<file path="src/rtl/hamming_serializer.sv">
// rtl/hamming_serializer.sv - Serializes a 16-bit Hamming package as start + data (+ optional stop) bits.
// Optional stop bit enabled by defining HAMMING_TX_STOP_BIT_EN.
module hamming_serializer #(
  parameter int CLKS_PER_BIT = 4
) (
  input  logic        clk_i,
  input  logic        rst_i,
  input  logic [15:0] package_i,
  input  logic        valid_i,
  output logic        ready_o,
  output logic        tx_o,
  output logic        busy_o,
  output logic        done_o
);

`ifdef HAMMING_TX_STOP_BIT_EN
  typedef enum logic [1:0] {S_IDLE, S_START, S_DATA, S_STOP} state_t;
`else
  typedef enum logic [1:0] {S_IDLE, S_START, S_DATA} state_t;
`endif

  localparam logic [15:0] LAST_CNT = 16'(CLKS_PER_BIT - 1);

  state_t      r_state, w_state_nxt;
  logic [15:0] r_shift, w_shift_nxt;
  logic [15:0] r_cnt, w_cnt_nxt;
  logic [3:0]  r_bit_idx, w_bit_idx_nxt;
  logic        r_tx, w_tx_nxt;
  logic        r_done, w_done_nxt;
  logic        w_accept;
  logic        w_bit_end;

  assign ready_o   = (r_state == S_IDLE) && !rst_i;
  assign busy_o    = (r_state != S_IDLE);
  assign tx_o      = r_tx;
  assign done_o    = r_done;
  assign w_accept  = valid_i && ready_o;
  assign w_bit_end = (r_cnt == LAST_CNT);

  always_ff @(posedge clk_i or posedge rst_i) begin
    if (rst_i) begin
      r_state   <= S_IDLE;
      r_shift   <= '0;
      r_cnt     <= '0;
      r_bit_idx <= '0;
      r_tx      <= 1'b1;
      r_done    <= 1'b0;
    end else begin
      r_state   <= w_state_nxt;
      r_shift   <= w_shift_nxt;
      r_cnt     <= w_cnt_nxt;
      r_bit_idx <= w_bit_idx_nxt;
      r_tx      <= w_tx_nxt;
      r_done    <= w_done_nxt;
    end
  end

  // The shifter's MSB is always the next data bit to put on the line.
  always_comb begin
    w_state_nxt   = r_state;
    w_shift_nxt   = r_shift;
    w_bit_idx_nxt = r_bit_idx;
    w_tx_nxt      = r_tx;
    w_done_nxt    = 1'b0;
    w_cnt_nxt     = w_bit_end ? 16'd0 : r_cnt + 16'd1;
    case (r_state)
      S_IDLE: begin
        w_cnt_nxt = '0;
        w_tx_nxt  = 1'b1;
        if (w_accept) begin
          w_state_nxt   = S_START;
          w_shift_nxt   = package_i;
          w_bit_idx_nxt = 4'd15;
          w_tx_nxt      = 1'b0;
        end
      end
      S_START: begin
        if (w_bit_end) begin
          w_state_nxt   = S_DATA;
          w_bit_idx_nxt = 4'd15;
          w_tx_nxt      = r_shift[15];
          w_shift_nxt   = {r_shift[14:0], 1'b0};
        end
      end
      S_DATA: begin
        if (w_bit_end) begin
          if (r_bit_idx == 4'd0) begin
            w_tx_nxt = 1'b1;
`ifdef HAMMING_TX_STOP_BIT_EN
            w_state_nxt = S_STOP;
`else
            w_state_nxt = S_IDLE;
            w_done_nxt  = 1'b1;
`endif
          end else begin
            w_bit_idx_nxt = r_bit_idx - 4'd1;
            w_tx_nxt      = r_shift[15];
            w_shift_nxt   = {r_shift[14:0], 1'b0};
          end
        end
      end
`ifdef HAMMING_TX_STOP_BIT_EN
      S_STOP: begin
        w_tx_nxt = 1'b1;
        if (w_bit_end) begin
          w_state_nxt = S_IDLE;
          w_done_nxt  = 1'b1;
        end
      end
`endif
      default: begin
        w_state_nxt = S_IDLE;
        w_tx_nxt    = 1'b1;
      end
    endcase
  end

endmodule

</file>
<file path="config.mk">
export PLATFORM = sky130hd
export DESIGN_NAME = hamming_serializer
export DESIGN_NICKNAME = d
export VERILOG_FILES = /design/src/rtl/hamming_serializer.sv
export SDC_FILE = /design/constraint.sdc
export NUM_CORES = 1
export LEC_CHECK = 0
export CAP_MARGIN = 0
export CORE_MARGIN = 1.5
export CORE_UTILIZATION = 32
export CTS_CLUSTER_SIZE = 40
export DETAILED_ROUTE_END_ITERATION = 10
export PLACE_DENSITY_LB_ADDON = 0.08
export SETUP_SLACK_MARGIN = 0.02
export SLEW_MARGIN = 25
export SYNTH_ARGS = -nofsm -noshare
export SYNTH_HDL_FRONTEND = slang
export SYNTH_SLANG_ARGS = --single-unit
</file>
<file path="constraint.sdc">
create_clock -name clk_i -period 2.3 [get_ports clk_i]
set_input_delay 0.23 -clock clk_i [delete_from_list [all_inputs] [get_ports clk_i]]
set_output_delay 0.23 -clock clk_i [all_outputs]
set_load 0.03 [all_outputs]
</file>
Yosys cells after proc, flatten, opt, wreduce, memory -nomap -nowiden

Cells that the tools add are included.

Output and inout bits: 4
Input port bits: 19
Register bits: 40
Word-level logic and storage cells: 51

Muxes and demuxes: 25
Eq/ne operators: 8
Add/subtract/negate cells: 2
Reductions and logical operators: 10

Operators with widths:

| operator                                             | number |
|---|---|
| two-way mux 16 bit                                   | 6 |
| one-hot mux 16 bit (3 select lines)                  | 1 |
| adder 16 x 1 -> 16 bit, second input constant        | 1 |
| equality test 16 x 2 -> 1 bit, second input constant | 1 |
| two-way mux 4 bit                                    | 4 |
| one-hot mux 4 bit (3 select lines)                   | 1 |
| inequality test 2 bit, second input constant         | 5 |
| two-way mux 2 bit                                    | 4 |
| two-way mux 1 bit                                    | 7 |
| one-hot mux 2 bit (3 select lines)                   | 1 |
| AND reduction 5 bit                                  | 1 |
| logical NOT 4 bit                                    | 1 |
| AND reduction 4 bit                                  | 1 |
| subtractor 4 x 1 -> 4 bit, second input constant     | 1 |
| one-hot mux 1 bit (3 select lines)                   | 1 |
| nonzero test 3 bit                                   | 1 |
| equality test 2 x 1 -> 1 bit, second input constant  | 1 |
| equality test 2 bit, second input constant           | 1 |
| logical AND 1 bit                                    | 2 |
| logical NOT 2 bit                                    | 1 |
| AND reduction 2 bit                                  | 1 |
| nonzero test 2 bit                                   | 1 |
| logical NOT 1 bit                                    | 1 |

Logic depth before layout (Yosys ltp)

Word-level depth: 5
Mapped depth: 8
Mapped depth without buffers: 6

Worst setup path after synthesis

OpenSTA, ideal clock, no wires.

Path kind: flip-flop to flip-flop
From: register r_state[0]
To: register r_shift[1]
Clock period less this slack: 2.098 ns
Setup slack: 0.202 ns
Data required time: 2.173 ns
Stages on the path, launching flop included: 7
Library setup time: 0.127 ns
Arrival: 1.970 ns
Path buffers: 2
Path through: dfrtp_1 > inv_1 > ha_1 > clkbuf_1 > clkbuf_1 > mux2_2 > mux2_1

Cells in the longest elaborated chain, start to end: 5
Elaborated cells on any way between the ends: 12
Classes of those cells: 6 x eq/ne; 1 x mux; 5 x reduce/logical

Ends and longest elaborated chain:

| what                                   | line   | RTL |
|---|---|---|
| start, declared                        | 24     | `state_t r_state, w_state_nxt;` |
| start signal, assigned                 | 49     | `r_state <= w_state_nxt;` |
| logical NOT 2 bit                      | 33, 66 |  |
| logical AND 1 bit                      | 33     | `assign ready_o = (r_state == S_IDLE) && !rst_i;` |
| logical AND 1 bit                      | 37     | `assign w_accept = valid_i && ready_o;` |
| inequality test 2 bit (no source line) | --     |  |
| AND reduction 5 bit (no source line)   | --     |  |
| end signal, assigned                   | 50     | `r_shift <= w_shift_nxt;` |
| end, declared                          | 25     | `logic [15:0] r_shift, w_shift_nxt;` |

Parallel ways exist; a longest one is shown, timed or not.
A chain may end at the register's enable or synchronous reset.

Final worst setup path

From: register r_state[0]
To: output busy_o

Cells in the longest elaborated chain, start to end: 1

Ends and longest elaborated chain:

| what               | line | RTL |
|---|---|---|
| nonzero test 2 bit | 34   | `assign busy_o = (r_state != S_IDLE);` |
| end, declared      | 12   | `output logic busy_o,` |

No other way between the ends.

==> metrics.yaml <==
critical_path:
  crit_path_max_fanout: 5
  worst-setup-path-type: "register to output port"
  worstPathRequired_ps: 2070
  cp-start-kind: "register"
  critPathArrivalTime_ps: 1900
  timing.critical_path.to_type: "output port"
run:
  max-cap-violations: 0
timing:
  post-route-min-period_ps: 2130
  final_critical_path_setup_slack_ps: 172
  setup_viol: 0
  worst_pin_slew_ps: 517
  setup_repair_after_global_routing_missed_its_margin: "no"
  report.final.hold_viol_count: 0
  min_period_over_period_pct: 92.5
  final_max_slew_violation_count: 0
  max_slew_margin_pct: 65.6
  setup-tns-final_ps: 0
  fin_skew_ps: 6.41
  fmaxAchievable_mhz: 470
synth:
  yosysMostFrequentCell: "dfrtp_1"
  synth.lib_cells_used.distinct: 42
  syn-instance-count: 187
  postSynthNetCount: 214
  ys_top_cells_by_area: "dfrtp_1 45%, mux2_2 9.4%, mux2_1 8.8%"
  ys.flop_type: "dfrtp_1"
  synth_area_leader_cell: "dfrtp_1"
  syn_area_mm2: 0.00217
  yosysSeqAreaShare_pct: 46.3
  synth-warning-count: 0
  post_synth.cell_area_avg_um2: 11.6
  synth_top_area_share_pct: 45.1
  synth_common_cells: "39 x dfrtp_1, 18 x mux2_2, 17 x mux2_1"
  ys_seq_elements: 40
  edff_count_synth: 0
  synth_async_sr_flop_share_pct: 100
cts:
  clock_tree.root_cell: "clkbuf_8"
  tritoncts: "done"
  register_clock_pin_slew_on_the_reported_worst_setup_and_hold_paths_ps: 80
  clock-sinks: 40
  clk_path_buf_depth: 2
  cts_hold_buf: 0
  numCtsBuffers: 5
  htree_num_levels: 2
  clock_insertion_delay_worst_skew_ps: 300
floorplanning:
  design.die.area_mm2: 0.00727
  placeableCoreArea_mm2: 0.00646
  start_util_pct: 33.5
  dieWidth_um: 85.3
  ios: 23
  rows: 29
  die_h_um: 85.3
place:
  place_worst_setup_slack_ps: 187
  gp_congestion: 0.769
  numPortBuffers: 22
  detailed_place_hpwl_um: 2860
hold_path:
  holdCritPathClass: "input port to async pin"
drt:
  tritonroute_pass_1_iters: 7
  wl_um: 4150
  avgViaCountPerCell: 5.03
  post-route-drc-count: 5
  drt.antenna.violating_nets: 0
  wire_per_inst_um: 14.4
  initialDrtViolationCount: 30
  num_vias: 1448
power_and_ir_drop:
  static_leakage_nw: 1.09
  worst_ir_drop_vdd_mv: 0.530
  design_power_total_mw: 2.90
  power_per_cell_area_mw_per_mm2: 1140
final_layout:
  antenna_cells: 0
  synthToLayoutAreaGrowth_pct: 17.0
  final_core_utilization_pct: 39.2
  num-nets-final: 237
  num-fill-cells: 635
  final_layout_size_suffix_gt1_share_pct: 18.5
grt:
  grt_first_pass_wirelength_um: 7270
  grt_pass1_vias: 1517
  largest_net_degree_at_the_start_of_global_routing: 41
  gr-total-overflow: 0
  grt_use_total_pct: 12.6
  antenna_found_initial: 0
run_status:
  violated_checks: "design-rule violations"
  status: "finished with violations"
[layout by cell type, fill, tap and decap left out, types with 3 or more instances in the layout]
master            n
mux2_1           17
a21oi_1           5
o21ai_0           5
nand2_1           6
xor2_1            9
nand4_1           7
or3_1             3
nand3_1           6
and3_1            4
mux2_2           18
inv_1             9
dfrtp_1          39
nor2_1           14
clkbuf_8          6
ha_1              8
clkdlybuf4s50_1  21
[per-layer routing]
layer  vias up  global-route usage [%]  routed length [µm]
li1        708                       -                   -
met1       708                    15.6                1820
met2        26                    21.4                2070
met3         6                    3.50                 201
met4         0                    3.96                  58
met5         -                       0                   0
[report_power, final]
part / internal (mW) / switching (mW)
sequential: 0.930 / 0.124
clock: 0.240 / 0.259
combinational: 0.691 / 0.657
total: 1.86 / 1.04
[flip-flops by register name, summed over array words and instances, names as in the netlist]
signal / cells
done_o: 1
r_state: 2
tx_o: 1
r_cnt: 16
r_bit_idx: 4
r_shift: 16
[area by class of cell]
cell class	instances	area (µm²)	share of cell area (%)
clock buffers	6	82.6	3.26
clock inverters	2	10.0	0.395
inverters	9	33.8	1.33
multi-input cells	130	1070	42.3
flip-flops and latches	40	1000	39.6
well taps	77	96.3	3.80
repair buffers	24	238	9.38
[logic make-up (layout without fill, tap and decap cells)]
group	after synthesis	in the layout	synth area share [%]
adder cells (fa/ha/maj)	8	8	4.62
AND/OR/NAND/NOR	59	59	16.8
multiplexers	35	35	18.2
flip-flops	40	40	46.3
AO/OA/AOI/OAI	18	18	5.78
XOR/XNOR	10	10	4.04
buffers and inverters	17	41	4.27
[per-stage QoR]
step | hold WS, ps | instance area (µm²) | cells
floorplan | 447 | 2170 | 187
global placement | 463 | 2440 | 280
detailed placement | 469 | 2440 | 280
CTS | 436 | 2530 | 288
global route | 497 | 2530 | 288
finish | 405 | 2530 | 288
[timing repair]
action                                 4_1_cts  5_1_grt
endpoints found under the hold margin        0        0
setup endpoints to repair                    0        1
setup buffers                                0        0
resized for setup                            0        1
[worst paths after layout]
| path | startpoint | cells past startpoint | endpoint | slack [ps] |
|---|---|---|---|---|
| setup / recovery | r_state[0]$_DFFE_PP0P_ | 4 | busy_o | 170 |
| hold / removal | rst_i | 3 | r_cnt[3]$_DFF_PP0_ | 410 |
| setup reg to reg | r_state[0]$_DFFE_PP0P_ | 6 | r_shift[3]$_DFFE_PP0P_ | 180 |
| hold reg to reg | r_shift[9]$_DFFE_PP0P_ | 1 | r_shift[9]$_DFFE_PP0P_ | 480 |
| max in group asynchronous | rst_i | 3 | tx_o$_DFFE_PP1P_ | 1530 |
| min in group clk_i | r_shift[9]$_DFFE_PP0P_ | 1 | r_shift[9]$_DFFE_PP0P_ | 480 |
[critical path, cell delays in order, from the launching register on]
cell and delay (ps):
dfrtp_1 410, inv_1 100, ha_1 250, inv_1 140, clkdlybuf4s50_1 690
No activity file was read; power rests on OpenSTA's default activity.
